==> config.mk <==
export PLATFORM = sky130hd
export DESIGN_NAME = perceptron_n_flat
export DESIGN_NICKNAME = d
export VERILOG_FILES = /design/src/rtl/perceptron_n_if.sv /design/src/rtl/perceptron_n.sv /design/src/flat_wrapper.sv
export SDC_FILE = /design/constraint.sdc
export NUM_CORES = 1
export LEC_CHECK = 0
export ABC_AREA = 1
export BUFFER_PORTS_ARGS = -buffer_cell sky130_fd_sc_hd__buf_2
export CAP_MARGIN = 20
export CORE_ASPECT_RATIO = 0.7
export CORE_MARGIN = 2
export CORE_UTILIZATION = 35
export CTS_CLUSTER_SIZE = 20
export DETAILED_ROUTE_END_ITERATION = 16
export MAX_ROUTING_LAYER = met4
export PLACE_DENSITY_LB_ADDON = 0.05
export SLEW_MARGIN = 20
export SYNTH_ARGS = -nofsm -noshare
export SYNTH_HDL_FRONTEND = slang
export SYNTH_SLANG_ARGS = --single-unit
export TNS_END_PERCENT = 20
==> constraint.sdc <==
create_clock -name clk -period 8.5 [get_ports clk]
set_input_delay 1.7 -clock clk [delete_from_list [all_inputs] [get_ports clk]]
set_output_delay 1.7 -clock clk [all_outputs]
set_load 0.01 [all_outputs]
==> src/rtl/perceptron_n_if.sv <==
// perceptron_n_if: load/readback/training handshake bundle for perceptron_n
interface perceptron_n_if #(parameter int W = 8, parameter int N = 2) ();
  logic go, update, correct;
  logic [W-1:0] in_val;
  logic [$clog2(N+2)-1:0] sel_out;
  logic [W-1:0] out_val;
  logic sync, done, classification;
  modport master (output go, update, correct, in_val, sel_out, input out_val, sync, done, classification);
  modport slave (input go, update, correct, in_val, sel_out, output out_val, sync, done, classification);
endinterface

==> src/rtl/perceptron_n.sv <==
// perceptron_n: fixed-point N-feature perceptron with serial load, eval and training passes
// Define PERCEPTRON_SAT_EN to saturate arithmetic instead of wrapping.
module perceptron_n #(
  parameter int W = 8,
  parameter int FRAC = 4,
  parameter int N = 2,
  parameter int MAX_ITER = 3
) (
  input logic clk,
  input logic reset_l,
  perceptron_n_if.slave io
);
  localparam int CW = $clog2(N+2);
  localparam int IW = $clog2(MAX_ITER+1);
  localparam int L = 2*W+1;
  typedef enum logic [2:0] {IDLE, LOAD_W, LOAD_RATE, LOAD_X, COMP, EVAL, UPD} state_t;
  state_t state, nxt;
  logic [CW-1:0] cnt;
  logic [IW-1:0] iter;
  logic signed [W-1:0] w [0:N];
  logic signed [W-1:0] x [0:N-1];
  logic signed [W-1:0] rate, acc, wk, xk, term, delta, wnew, acc_nxt;
  logic cls, load, wload, pos, last, xlast, fin;

  function automatic logic signed [W-1:0] fit(input logic signed [L-1:0] v);
`ifdef PERCEPTRON_SAT_EN
    logic signed [L-1:0] vmax, vmin;
    vmax = L'((2**(W-1))-1);
    vmin = ~vmax;
    return v > vmax ? vmax[W-1:0] : v < vmin ? vmin[W-1:0] : v[W-1:0];
`else
    return v[W-1:0];
`endif
  endfunction

  function automatic logic signed [L-1:0] ext(input logic signed [W-1:0] a);
    return {{(L-W){a[W-1]}}, a};
  endfunction

  function automatic logic signed [W-1:0] mulq(input logic signed [W-1:0] a, input logic signed [W-1:0] b);
    logic signed [2*W-1:0] p;
    p = a * b;
    p = p >>> FRAC;
    return fit({p[2*W-1], p});
  endfunction

  always_comb begin
    wk = w[0];
    xk = '0;
    for (int i = 1; i <= N; i++)
      if (cnt == CW'(i)) begin
        wk = w[i];
        xk = x[i-1];
      end
  end

  // x0 is 1.0, so the bias update step is the rate itself
  assign term = mulq(wk, xk);
  assign delta = cnt == '0 ? rate : mulq(rate, xk);
  assign wnew = io.correct ? fit(ext(wk) + ext(delta)) : fit(ext(wk) - ext(delta));
  assign acc_nxt = cnt == '0 ? wk : fit(ext(acc) + ext(term));

  assign load = state == IDLE || state == LOAD_W || state == LOAD_RATE || state == LOAD_X;
  assign wload = io.go && (state == IDLE || state == LOAD_W);
  assign pos = !acc[W-1] && |acc;
  assign last = cnt == CW'(N);
  assign xlast = cnt == CW'(N-1);
  assign fin = !io.update || (pos == io.correct) || iter == IW'(MAX_ITER);
  assign io.sync = load && io.go && reset_l;
  assign io.done = state == EVAL && fin;
  assign io.classification = cls;

  always_comb begin
    io.out_val = '0;
    for (int i = 0; i <= N; i++)
      if (io.sel_out == CW'(i)) io.out_val = w[i];
    if (io.sel_out == CW'(N+1)) io.out_val = acc;
  end

  always_comb begin
    nxt = state;
    case (state)
      IDLE:      nxt = io.go ? LOAD_W : IDLE;
      LOAD_W:    nxt = io.go && last ? LOAD_RATE : LOAD_W;
      LOAD_RATE: nxt = io.go ? LOAD_X : LOAD_RATE;
      LOAD_X:    nxt = io.go && xlast ? COMP : LOAD_X;
      COMP:      nxt = last ? EVAL : COMP;
      EVAL:      nxt = fin ? LOAD_RATE : UPD;
      UPD:       nxt = last ? COMP : UPD;
      default:   nxt = IDLE;
    endcase
  end

  always_ff @(posedge clk or negedge reset_l)
    if (!reset_l) begin
      state <= IDLE;
      cnt <= '0;
      iter <= '0;
      rate <= '0;
      acc <= '0;
      cls <= 1'b0;
      for (int i = 0; i <= N; i++) w[i] <= '0;
      for (int i = 0; i < N; i++) x[i] <= '0;
    end else begin
      state <= nxt;
      case (state)
        IDLE, LOAD_W: if (io.go) cnt <= last ? '0 : cnt + 1'b1;
        LOAD_RATE:    if (io.go) rate <= io.in_val;
        LOAD_X: if (io.go) begin
          cnt <= xlast ? '0 : cnt + 1'b1;
          iter <= '0;
        end
        COMP: begin
          acc <= acc_nxt;
          cnt <= last ? '0 : cnt + 1'b1;
        end
        EVAL: cls <= pos;
        UPD: begin
          cnt <= last ? '0 : cnt + 1'b1;
          if (last) iter <= iter + 1'b1;
        end
        default: ;
      endcase
      for (int i = 0; i <= N; i++)
        if (cnt == CW'(i) && (wload || state == UPD)) w[i] <= state == UPD ? wnew : io.in_val;
      for (int i = 0; i < N; i++)
        if (cnt == CW'(i) && state == LOAD_X && io.go) x[i] <= io.in_val;
    end
endmodule

==> src/flat_wrapper.sv <==
// flat-port wrapper written by rule: the top's interface ports become plain ports
module perceptron_n_flat 
#(
  parameter int W = 8,
  parameter int FRAC = 4,
  parameter int N = 2,
  parameter int MAX_ITER = 3
)
  (clk, reset_l, io_go, io_update, io_correct, io_in_val, io_sel_out, io_out_val, io_sync, io_done, io_classification);
  perceptron_n_if #(.W(W), .N(N)) io_i ();
  input logic clk;
  input logic reset_l;
  input wire logic [$bits(io_i.go)-1:0] io_go;
  input wire logic [$bits(io_i.update)-1:0] io_update;
  input wire logic [$bits(io_i.correct)-1:0] io_correct;
  input wire logic [$bits(io_i.in_val)-1:0] io_in_val;
  input wire logic [$bits(io_i.sel_out)-1:0] io_sel_out;
  output wire logic [$bits(io_i.out_val)-1:0] io_out_val;
  output wire logic [$bits(io_i.sync)-1:0] io_sync;
  output wire logic [$bits(io_i.done)-1:0] io_done;
  output wire logic [$bits(io_i.classification)-1:0] io_classification;
  assign io_i.go = io_go;
  assign io_i.update = io_update;
  assign io_i.correct = io_correct;
  assign io_i.in_val = io_in_val;
  assign io_i.sel_out = io_sel_out;
  assign io_out_val = io_i.out_val;
  assign io_sync = io_i.sync;
  assign io_done = io_i.done;
  assign io_classification = io_i.classification;
  perceptron_n #(.W(W), .FRAC(FRAC), .N(N), .MAX_ITER(MAX_ITER)) u_core (.clk(clk), .reset_l(reset_l), .io(io_i));
endmodule
==> flow_metrics.env <==
export IMPL_status="finished, final reports clean"
export IMPL_cts_root_buf="clkbuf_16"
export IMPL_num_antenna_cells=0
export IMPL_ys_flop_type="dfrtp_1"
export IMPL_synth_nets=1217
export IMPL_crit_buf_inv=9
export IMPL_fillCellCount=2367
export IMPL_hold_start="u_core.x[7]$_DFFE_PN0P_"
export IMPL_path_max_fanout=11
export IMPL_ys_seq_area_share_pct=20.47
export IMPL_grt_pass1_vias=6316
export IMPL_period_needed_ns=7.131
export IMPL_worstPathRequired_ns=8.78
export IMPL_synthArstFlopShare_pct=100.0
export IMPL_drcViolationCount=0
export IMPL_worstSetupStartpoint="u_core.cnt[1]$_DFFE_PN0P_"
export IMPL_grt_max_degree=49
export IMPL_dieArea_um2=23590
export IMPL_crit_reg2reg_launch="u_core.cnt[1]$_DFFE_PN0P_"
export IMPL_clkLatencyLatePin_ns=0.34
export IMPL_slowest_stage="dfrtp_1"
export IMPL_tritoncts="done"
export IMPL_synth_top_cells_by_area="dfrtp_1, fa_1, inv_1"
export IMPL_crit_type="flip-flop to flip-flop"
export IMPL_num_io_pins=26
export IMPL_finalSetupTns_ns=0
export IMPL_vias=6578
export IMPL_skew_ns=0.01026
export IMPL_mostFrequentLayoutCell="inv_1"
export IMPL_crit_path_frequent_cell="nand2_1"
export IMPL_path_clk_slew_ns=0.06
export IMPL_tightestPinTransition_ns=0.9227
export IMPL_drive_above_1_share_pct=5.969
export IMPL_portBuffers=25
export IMPL_yosys_area_top_type="dfrtp_1"
export IMPL_antenna_found_initial=0
export IMPL_crit_family="adder cells"
export IMPL_nets=1236
export IMPL_hpwl_um=18480
export IMPL_rows=45
export IMPL_synth_top_area_share_pct=20.47
export IMPL_rsz0062_at_grt="no"
export IMPL_cts_resized=0
export IMPL_hp_class="flip-flop to flip-flop"
export IMPL_wl_um=22460
export IMPL_drt_iter0_drc=449
export IMPL_syn2layout_area_growth_pct=8.251
export IMPL_syn_inst=1066
export IMPL_grt_pass1_wl_um=36430
export IMPL_ys_warn_count=0
export IMPL_ant_nets=0
export IMPL_syn_avg_cell_area_um2=7.341
export IMPL_holdBufCountCts=0
export IMPL_routedWlPerCell_um=16.38
export IMPL_fmax_ghz=0.1402
export IMPL_overflow=0
export IMPL_grtUsageTotal_pct=20.94
export IMPL_dr_pass1_iters=5
export IMPL_worstPathArrival_ns=7.41
export IMPL_die_w_um=182.7
export IMPL_cts_sinks=64
export IMPL_layout_common_cells="inv_1, nand2_1, nor2_1, o21ai_0, fa_1"
export IMPL_maxSlewHeadroom_pct=38.26
export IMPL_numCtsBuffers=9
export IMPL_cts_buffer_depth=2
export IMPL_ys_types=50
export IMPL_syn_area_um2=7825
export IMPL_coreArea_um2=21790
export IMPL_synth_edf_count=0
export IMPL_ys_ff_latch=64
export IMPL_finalHoldViolations=0
export IMPL_avgViaCountPerCell=4.798
export IMPL_slew_viol_final=0
export IMPL_initial_utilization_pct=35.91
export IMPL_slowest_delay_ns=0.68
export IMPL_fin_crit_sh_pct=83.90
export IMPL_finalSetupViolCount=0
export IMPL_worstSetupEndpointType="flip-flop"
export IMPL_htree_levels=3
export IMPL_place_congestion=0.8592
export IMPL_critical_path_startpoint_type="flip-flop"
export IMPL_die_y_um=129.1
export IMPL_maxCapViolCount=0
export IMPL_cts_setup_buffers=0
worst paths after layout:
path | endpoint | slack (ns) | depth (start not counted)
min in group asynchronous | u_core.w[10]$_DFFE_PN0P_ | 1.34 | 1
max in group asynchronous | u_core.x[15]$_DFFE_PN0P_ | 6.10 | 2
hold reg to reg | u_core.x[7]$_DFFE_PN0P_ | 0.48 | 2
setup / recovery | u_core.w[7]$_DFFE_PN0P_ | 1.37 | 37
hold / removal | u_core.x[7]$_DFFE_PN0P_ | 0.48 | 2
setup reg to reg | u_core.w[7]$_DFFE_PN0P_ | 1.37 | 37
synthesized netlist by cell type, types with 2 or more instances:
| cell | instances |
|---|---|
| o21bai_1 | 2 |
| and2_1 | 2 |
| clkbuf_1 | 11 |
| inv_1 | 229 |
| dfrtp_1 | 64 |
| a221oi_1 | 3 |
| buf_4 | 4 |
| nand2_1 | 225 |
| fa_1 | 74 |
| o2111ai_1 | 3 |
| a21o_1 | 3 |
| nor2_2 | 2 |
| nor2_4 | 2 |
| xnor2_1 | 7 |
| nand3b_1 | 7 |
| a31oi_1 | 4 |
| nand4_1 | 6 |
| nor4_1 | 3 |
| o21ai_1 | 3 |
| ha_1 | 62 |
| nor3_1 | 7 |
| nand3_1 | 48 |
| nand3_2 | 2 |
| buf_6 | 3 |
| o211ai_1 | 4 |
| o21ai_0 | 86 |
| a21oi_1 | 30 |
| clkinv_1 | 2 |
| xor2_1 | 20 |
| nor2_1 | 113 |
| o22ai_1 | 10 |
| nand2_2 | 5 |
| nand2_4 | 3 |
kinds of logic (layout without fill, tap and decap cells):
family                   count (synthesis)  after routing  synth area share (%)
buffers and inverters                  255            278                 13.11
XOR/XNOR                                27             27                 3.022
AO/OA/AOI/OAI                          157            157                 11.40
flip-flops                              64             64                 20.47
AND/OR/NAND/NOR                        427            427                 23.15
adder cells (fa/ha/maj)                136            136                 28.85
through the flow:
step	instances	area, µm²	hold WS (ns)	worst slack (ns)	util, %
after CTS	1371	8471	0.4890	1.393	38.87
after global placement	1356	8197	0.4676	1.387	37.62
after floorplan	1066	7825	0.4489	2.330	-
after detailed placement	1356	8197	0.4749	1.409	37.62
final	1371	8471	0.4840	1.369	38.87
after global routing	1371	8471	0.5146	0.9332	38.87
state kept, by name, indices dropped and copies added, names as in the netlist:
| name | flops |
|---|---|
| u_core.rate | 8 |
| u_core.cnt | 2 |
| u_core.w | 24 |
| u_core.iter | 2 |
| u_core.io.classification | 1 |
| u_core.acc | 8 |
| u_core.state | 3 |
| u_core.x | 16 |
tightest hold or removal path, stage by stage, from the launching register on:
cell and delay, ns:
dfrtp_1 0.34, nand2_1 0.05, o21ai_0 0.06
area by class of cell:
type,count,area (µm²),share of cell area [%]
multi-input combinational,747,5197,61.36
sequential,64,1602,18.91
inverter,235,897.1,10.59
tap,282,352.8,4.165
clock buffer,12,256.5,3.028
timing repair buffer,28,147.6,1.743
clock inverter,3,17.52,0.2068
metal layers:
metal,GRT usage (%),vias up,share of wire (%)
met4,2.040,0,0.40
met5,-,-,0
met3,3.373,11,4.1
met2,28.29,121,39
li1,-,3342,-
met1,33.23,3104,56
Power is not shown: default switching activity piles up to over one toggle a cycle in this logic, so the estimate is an artifact.
